[src/rtl/pwm_generator_if.sv]
// PWM generator control/status bundle.
//   master : drives tick, enable, duty/period and the load strobe; observes status.
//   slave  : the PWM generator itself.
//   Signals: tick_i, enable_i, duty_i, period_i, load_i (to generator)
//            load_pending_o, load_ack_o, cycle_o, count_o, pwm_o (from generator)
interface pwm_generator_if #(
  parameter int unsigned WIDTH = 16
);
  logic             tick_i;
  logic             enable_i;
  logic [WIDTH-1:0] duty_i;
  logic [WIDTH-1:0] period_i;
  logic             load_i;
  logic             load_pending_o;
  logic             load_ack_o;
  logic             cycle_o;
  logic [WIDTH-1:0] count_o;
  logic             pwm_o;

  modport master (
    output tick_i, enable_i, duty_i, period_i, load_i,
    input  load_pending_o, load_ack_o, cycle_o, count_o, pwm_o
  );

  modport slave (
    input  tick_i, enable_i, duty_i, period_i, load_i,
    output load_pending_o, load_ack_o, cycle_o, count_o, pwm_o
  );
endinterface

[src/rtl/pwm_generator.sv]
// Tick-driven single-channel PWM generator with double-buffered duty/period.
//   clk_i  : system clock, all logic on rising edge
//   reset  : asynchronous active-low reset
//   bus    : pwm_generator_if slave modport (tick/enable/load inputs, status and pwm outputs)
// New duty/period values wait in a shadow register and only become active on a
// period boundary, so a running pulse is never cut short or stretched.
module pwm_generator #(
  parameter int unsigned WIDTH = 16
) (
  input  logic           clk_i,
  input  logic           reset,
  pwm_generator_if.slave bus
);

  typedef enum logic [1:0] {
    IDLE  = 2'd0,
    START = 2'd1,
    RUN   = 2'd2
  } state_e;

  typedef struct packed {
    logic [WIDTH-1:0] duty;
    logic [WIDTH-1:0] period;
  } cfg_t;

  state_e           state_q, state_d;
  logic [WIDTH-1:0] count_q, count_d;
  cfg_t             active_q, active_d;
  cfg_t             shadow_q, shadow_d;
  logic             pending_q, pending_d;
  logic             ack_q, ack_d;
  logic             cycle_q, cycle_d;
  logic             pwm_q, pwm_d;
  logic             tick_q;

  logic             tick_rise;
  logic             at_end;
  logic             boundary;
  cfg_t             load_cfg;

  assign tick_rise = bus.tick_i & ~tick_q;
  assign load_cfg  = '{duty: bus.duty_i, period: bus.period_i};

  // Last count of the period; period 0 wraps on every tick (no subtract underflow).
  always_comb begin
    at_end = 1'b1;
    if (active_q.period != '0) begin
      at_end = (count_q >= (active_q.period - WIDTH'(1)));
    end
  end

  // Next-state, counter, handshake and output decode.
  always_comb begin
    state_d   = state_q;
    count_d   = count_q;
    active_d  = active_q;
    shadow_d  = shadow_q;
    pending_d = pending_q;
    ack_d     = 1'b0;
    cycle_d   = 1'b0;
    boundary  = 1'b0;

    if (bus.load_i) begin
      shadow_d  = load_cfg;
      pending_d = 1'b1;
    end

    // Disable wins over any tick in the same cycle.
    if (!bus.enable_i) begin
      state_d = IDLE;
      count_d = '0;
    end else begin
      case (state_q)
        IDLE: begin
          count_d = '0;
          state_d = START;
        end
        START: begin
          if (tick_rise) begin
            count_d  = '0;
            boundary = 1'b1;
            state_d  = RUN;
          end
        end
        RUN: begin
          if (tick_rise) begin
            if (at_end) begin
              count_d  = '0;
              boundary = 1'b1;
            end else begin
              count_d = count_q + WIDTH'(1);
            end
          end
        end
        default: begin
          state_d = IDLE;
          count_d = '0;
        end
      endcase
    end

    // Apply event: a load in this very cycle beats the older shadow contents.
    if (boundary) begin
      cycle_d = 1'b1;
      if (bus.load_i || pending_q) begin
        active_d  = bus.load_i ? load_cfg : shadow_q;
        pending_d = 1'b0;
        ack_d     = 1'b1;
      end
    end

    pwm_d = bus.enable_i && (state_q == RUN) && (active_q.period != '0) &&
            (count_q < active_q.duty);
  end

  // State and output registers.
  always_ff @(posedge clk_i or negedge reset) begin
    if (!reset) begin
      state_q   <= IDLE;
      count_q   <= '0;
      active_q  <= '0;
      shadow_q  <= '0;
      pending_q <= 1'b0;
      ack_q     <= 1'b0;
      cycle_q   <= 1'b0;
      pwm_q     <= 1'b0;
      tick_q    <= 1'b0;
    end else begin
      state_q   <= state_d;
      count_q   <= count_d;
      active_q  <= active_d;
      shadow_q  <= shadow_d;
      pending_q <= pending_d;
      ack_q     <= ack_d;
      cycle_q   <= cycle_d;
      pwm_q     <= pwm_d;
      tick_q    <= bus.tick_i;
    end
  end

  assign bus.load_pending_o = pending_q;
  assign bus.load_ack_o     = ack_q;
  assign bus.cycle_o        = cycle_q;
  assign bus.count_o        = count_q;
  assign bus.pwm_o          = pwm_q;

endmodule

[src/flat_wrapper.sv]
// flat-port wrapper written by rule: the top's interface ports become plain ports
module pwm_generator_flat 
#(
  parameter int unsigned WIDTH = 16
)
  (clk_i, reset, bus_tick_i, bus_enable_i, bus_duty_i, bus_period_i, bus_load_i, bus_load_pending_o, bus_load_ack_o, bus_cycle_o, bus_count_o, bus_pwm_o);
  pwm_generator_if #(.WIDTH(WIDTH)) bus_i ();
  input  logic clk_i;
  input  logic reset;
  input wire logic [$bits(bus_i.tick_i)-1:0] bus_tick_i;
  input wire logic [$bits(bus_i.enable_i)-1:0] bus_enable_i;
  input wire logic [$bits(bus_i.duty_i)-1:0] bus_duty_i;
  input wire logic [$bits(bus_i.period_i)-1:0] bus_period_i;
  input wire logic [$bits(bus_i.load_i)-1:0] bus_load_i;
  output wire logic [$bits(bus_i.load_pending_o)-1:0] bus_load_pending_o;
  output wire logic [$bits(bus_i.load_ack_o)-1:0] bus_load_ack_o;
  output wire logic [$bits(bus_i.cycle_o)-1:0] bus_cycle_o;
  output wire logic [$bits(bus_i.count_o)-1:0] bus_count_o;
  output wire logic [$bits(bus_i.pwm_o)-1:0] bus_pwm_o;
  assign bus_i.tick_i = bus_tick_i;
  assign bus_i.enable_i = bus_enable_i;
  assign bus_i.duty_i = bus_duty_i;
  assign bus_i.period_i = bus_period_i;
  assign bus_i.load_i = bus_load_i;
  assign bus_load_pending_o = bus_i.load_pending_o;
  assign bus_load_ack_o = bus_i.load_ack_o;
  assign bus_cycle_o = bus_i.cycle_o;
  assign bus_count_o = bus_i.count_o;
  assign bus_pwm_o = bus_i.pwm_o;
  pwm_generator #(.WIDTH(WIDTH)) u_core (.clk_i(clk_i), .reset(reset), .bus(bus_i));
endmodule
[config.mk]
export PLATFORM = sky130hd
export DESIGN_NAME = pwm_generator_flat
export DESIGN_NICKNAME = d
export VERILOG_FILES = /design/src/rtl/pwm_generator_if.sv /design/src/rtl/pwm_generator.sv /design/src/flat_wrapper.sv
export SDC_FILE = /design/constraint.sdc
export NUM_CORES = 1
export LEC_CHECK = 0
export ABC_AREA = 1
export CORE_ASPECT_RATIO = 2
export CORE_UTILIZATION = 30
export DETAILED_ROUTE_END_ITERATION = 8
export PLACE_DENSITY = 0.52
export SYNTH_ARGS = -nofsm -noshare
export SYNTH_HDL_FRONTEND = slang
export SYNTH_SLANG_ARGS = --single-unit
export TNS_END_PERCENT = 1
[constraint.sdc]
create_clock -name clk_i -period 8.8 [get_ports clk_i]
set_clock_uncertainty 0.15 [all_clocks]
set_input_delay 0.88 -clock clk_i [delete_from_list [all_inputs] [get_ports clk_i]]
set_output_delay 0.88 -clock clk_i [all_outputs]
set_load 0.005 [all_outputs]
==> flow_summary.toml <==
[outcome]
status = "complete, no violations"

[finish]
nNetsFinal = 728
diodes = 0
stdcell_count = 859
layout_common_cells = "nand2_1 (228), dfrtp_1 (87), inv_1 (60), clkdlybuf4s50_1 (55), ha_1 (37)"
syn_to_final_growth_pct = 21.9
num-fill-cells = 1694
drive_above_1_share_pct = 4.26
final_util_pct = 37.3
final_common_cell = "nand2_1"

[route]
routedWlPerCell_um = 13.7
dr.pass1.iters = 4
first_iter_violations = 115
wirelength_mm = 11.7
postRouteAntennaNets = 0
drc = 0
via_per_inst = 4.67
vias = 4013

[clocking]
post_cts_buffers = 0
clockBufferDepth = 2
cts_resized = 0
clock_latency_ns = 0.34
cts.hold.buffers_added = 0
root_buffer = "clkbuf_16"
cts.sinks = 87
cts_tree = "yes"
path_clk_slew_ns = 0.06
h-tree-depth = 3
numCtsBuffers = 9

[yosys]
ys_seq_elements = 87
synth_cell_types = 26
synth_nets = 677
yosys.area.top_type_share_pct = 45.1
synthTopCellsByArea = "dfrtp_1 (45%), nand2_1 (18%), ha_1 (9.6%), inv_1 (4.7%), nand4_1 (4.7%)"
netlist_area_mm2 = 0.00482
ys_seq_area_share_pct = 45.1
yosys_warnings = 0
avgSynthCellArea_um2 = 8.00
postSynthCellCount = 603
synth_top_area_cell = "dfrtp_1"

[floorplan]
start_util_pct = 30.6
fp.dieH_um = 181
dieArea_mm2 = 0.0166
fp.coreArea_mm2 = 0.0158
rows = 65
io_pins = 57
die_width_um = 91.7

[worst_setup_path]
critPathKind = "flop to flop"
crit_fanout = 34
end_kind = "flop"
critPathSlowestCell = "nor3_1"
cpMostUsedCell = "nand2_1"
max_stage_delay_ns = 0.48
reg2reg_setup_slack_ns = 4.78
critPathRequiredTime_ns = 8.93
crit_arrival_ns = 4.15
start_kind = "flop"
cp_cell_sequence = "or2_1 > nor3_1 > nand2_1 > nor3_1 > nand2_1 > xor2_1 > inv_1 > ha_1 > a21oi_1 > o21ai_0 > nor2_1 > nand4_4 > nand3_4 > nand2_1 > nand2_1"

[timing]
fin_tns_setup_ns = 0
max-slew-margin-rel_pct = 38.6
finalSetupViolCount = 0
tightest_slew_ns = 0.920
rsz0062_at_grt = "no"
hold_viol_final = 0
finalCritPeriodShare_pct = 45.6
drv_slew = 0
min_period_ns = 4.02
timing.fmax_ghz = 0.249

[grt]
grt_max_degree = 63
grt_pass1_wl_mm = 19.6
grt_use_total_pct = 15.2
antenna_found_initial = 0
grt-ovfl-total = 0
grt_pass1_vias = 4018

[power]
powerDensity_mw_per_mm2 = 307
peakVddDrop_mv = 0.131
leakagePower_nw = 2.94

[place]
port_buffers = 56
dp_hpwl_mm = 8.96
dp_cells = 844
gp_congestion = 0.819

[hold_path]
hold_path.class = "input port to asynchronous set/reset pin"

[flow_run]
cap_violations = 0
## cell type report
cell class / instances / area [um^2] / share of cell area (%)
Clock inverter: 6 / 92.6 / 1.58
Sequential cell: 87 / 2180 / 37.0
Timing Repair Buffer: 61 / 596 / 10.1
Inverter: 61 / 229 / 3.90
Clock buffer: 9 / 225 / 3.83
Tap cell: 201 / 251 / 4.28
Multi-Input combinational cell: 434 / 2310 / 39.3
## critical path: cells and delay by family (launching register included)
| kind | cells | cell delay, ns |
|---|---|---|
| xor+xnor | 1 | 0.15 |
| flops | 1 | 0.41 |
| compound gates | 2 | 0.24 |
| fa+ha+maj | 1 | 0.31 |
| simple gates | 10 | 2.61 |
| buf+inv | 1 | 0.06 |
## synthesized netlist by cell type (all sizes together)
| cell type | count |
|---|---|
| nand2 | 229 |
| dfrtp | 87 |
| inv | 60 |
| ha | 37 |
| nand4 | 37 |
| nor2 | 30 |
| a21oi | 25 |
| nand3 | 19 |
| clkbuf | 15 |
| o21ai | 15 |
| xor2 | 15 |
| nor3 | 11 |
| xnor2 | 9 |
| buf | 6 |
| or2 | 3 |
| a31oi | 1 |
| and2 | 1 |
| clkinv | 1 |
| o22ai | 1 |
| o31ai | 1 |
## final timing paths
| path | end | cells after the start | from |
|---|---|---|---|
| worst min register to register | u_core.active_q[26] | 2 | u_core.active_q[26] |
| min in group clk_i | u_core.active_q[26] | 2 | u_core.active_q[26] |
| worst max-delay path | u_core.active_q[23] | 15 | u_core.active_q[5] |
| worst max register to register | u_core.active_q[23] | 15 | u_core.active_q[5] |
| max in group asynchronous | u_core.active_q[14] | 2 | reset |
| worst min-delay path | u_core.bus.cycle_o | 1 | reset |
## layer usage
| layer | share of wire [%] | vias up | track usage, % |
|---|---|---|---|
| met5 | 0 | - | 0 |
| met4 | 3.6 | 0 | 8.51 |
| met3 | 2.3 | 28 | 2.02 |
| met2 | 53 | 74 | 28.1 |
| met1 | 41 | 1863 | 16.1 |
| li1 | - | 2048 | - |
## flip-flops by register name, summed over array words and instances (netlist names)
signal and flops:
u_core.active_q 32, u_core.state_q 2, u_core.bus.load_ack_o 1, u_core.bus.count_o 16, u_core.bus.pwm_o 1, u_core.shadow_q 32, u_core.bus.load_pending_o 1, u_core.bus.cycle_o 1
u_core.tick_q 1
## through the flow
step	instance area [um^2]	setup slack (ns)	hold WS [ns]	power [W]
CTS	5880	4.70	0.299	0.00183
global route	5880	4.36	0.314	0.00198
global placement	5560	4.82	0.310	0.00136
finish	5880	4.78	0.292	0.00180
detailed placement	5560	4.72	0.311	0.00141
floorplan	4820	5.80	0.288	0.00121
## power by group
| part | internal (W) | switching, W | total [W] |
|---|---|---|---|
| Clock | 0.000249 | 0.000166 | 0.000415 |
| Combinational | 0.000313 | 0.000513 | 0.000826 |
| Sequential | 0.000492 | 0.0000690 | 0.000561 |
| Total | 0.00105 | 0.000749 | 0.00180 |
## logic make-up after synthesis
family | share of synthesized area (%)
and+or+nand+nor | 29.3
DFF | 45.1
buffers and inverters | 7.08
AOI/OAI and AO/OA | 4.57
adders and majority gates | 9.60
xor gates and xnor gates | 4.36
No activity file was read; power rests on OpenSTA's default activity.
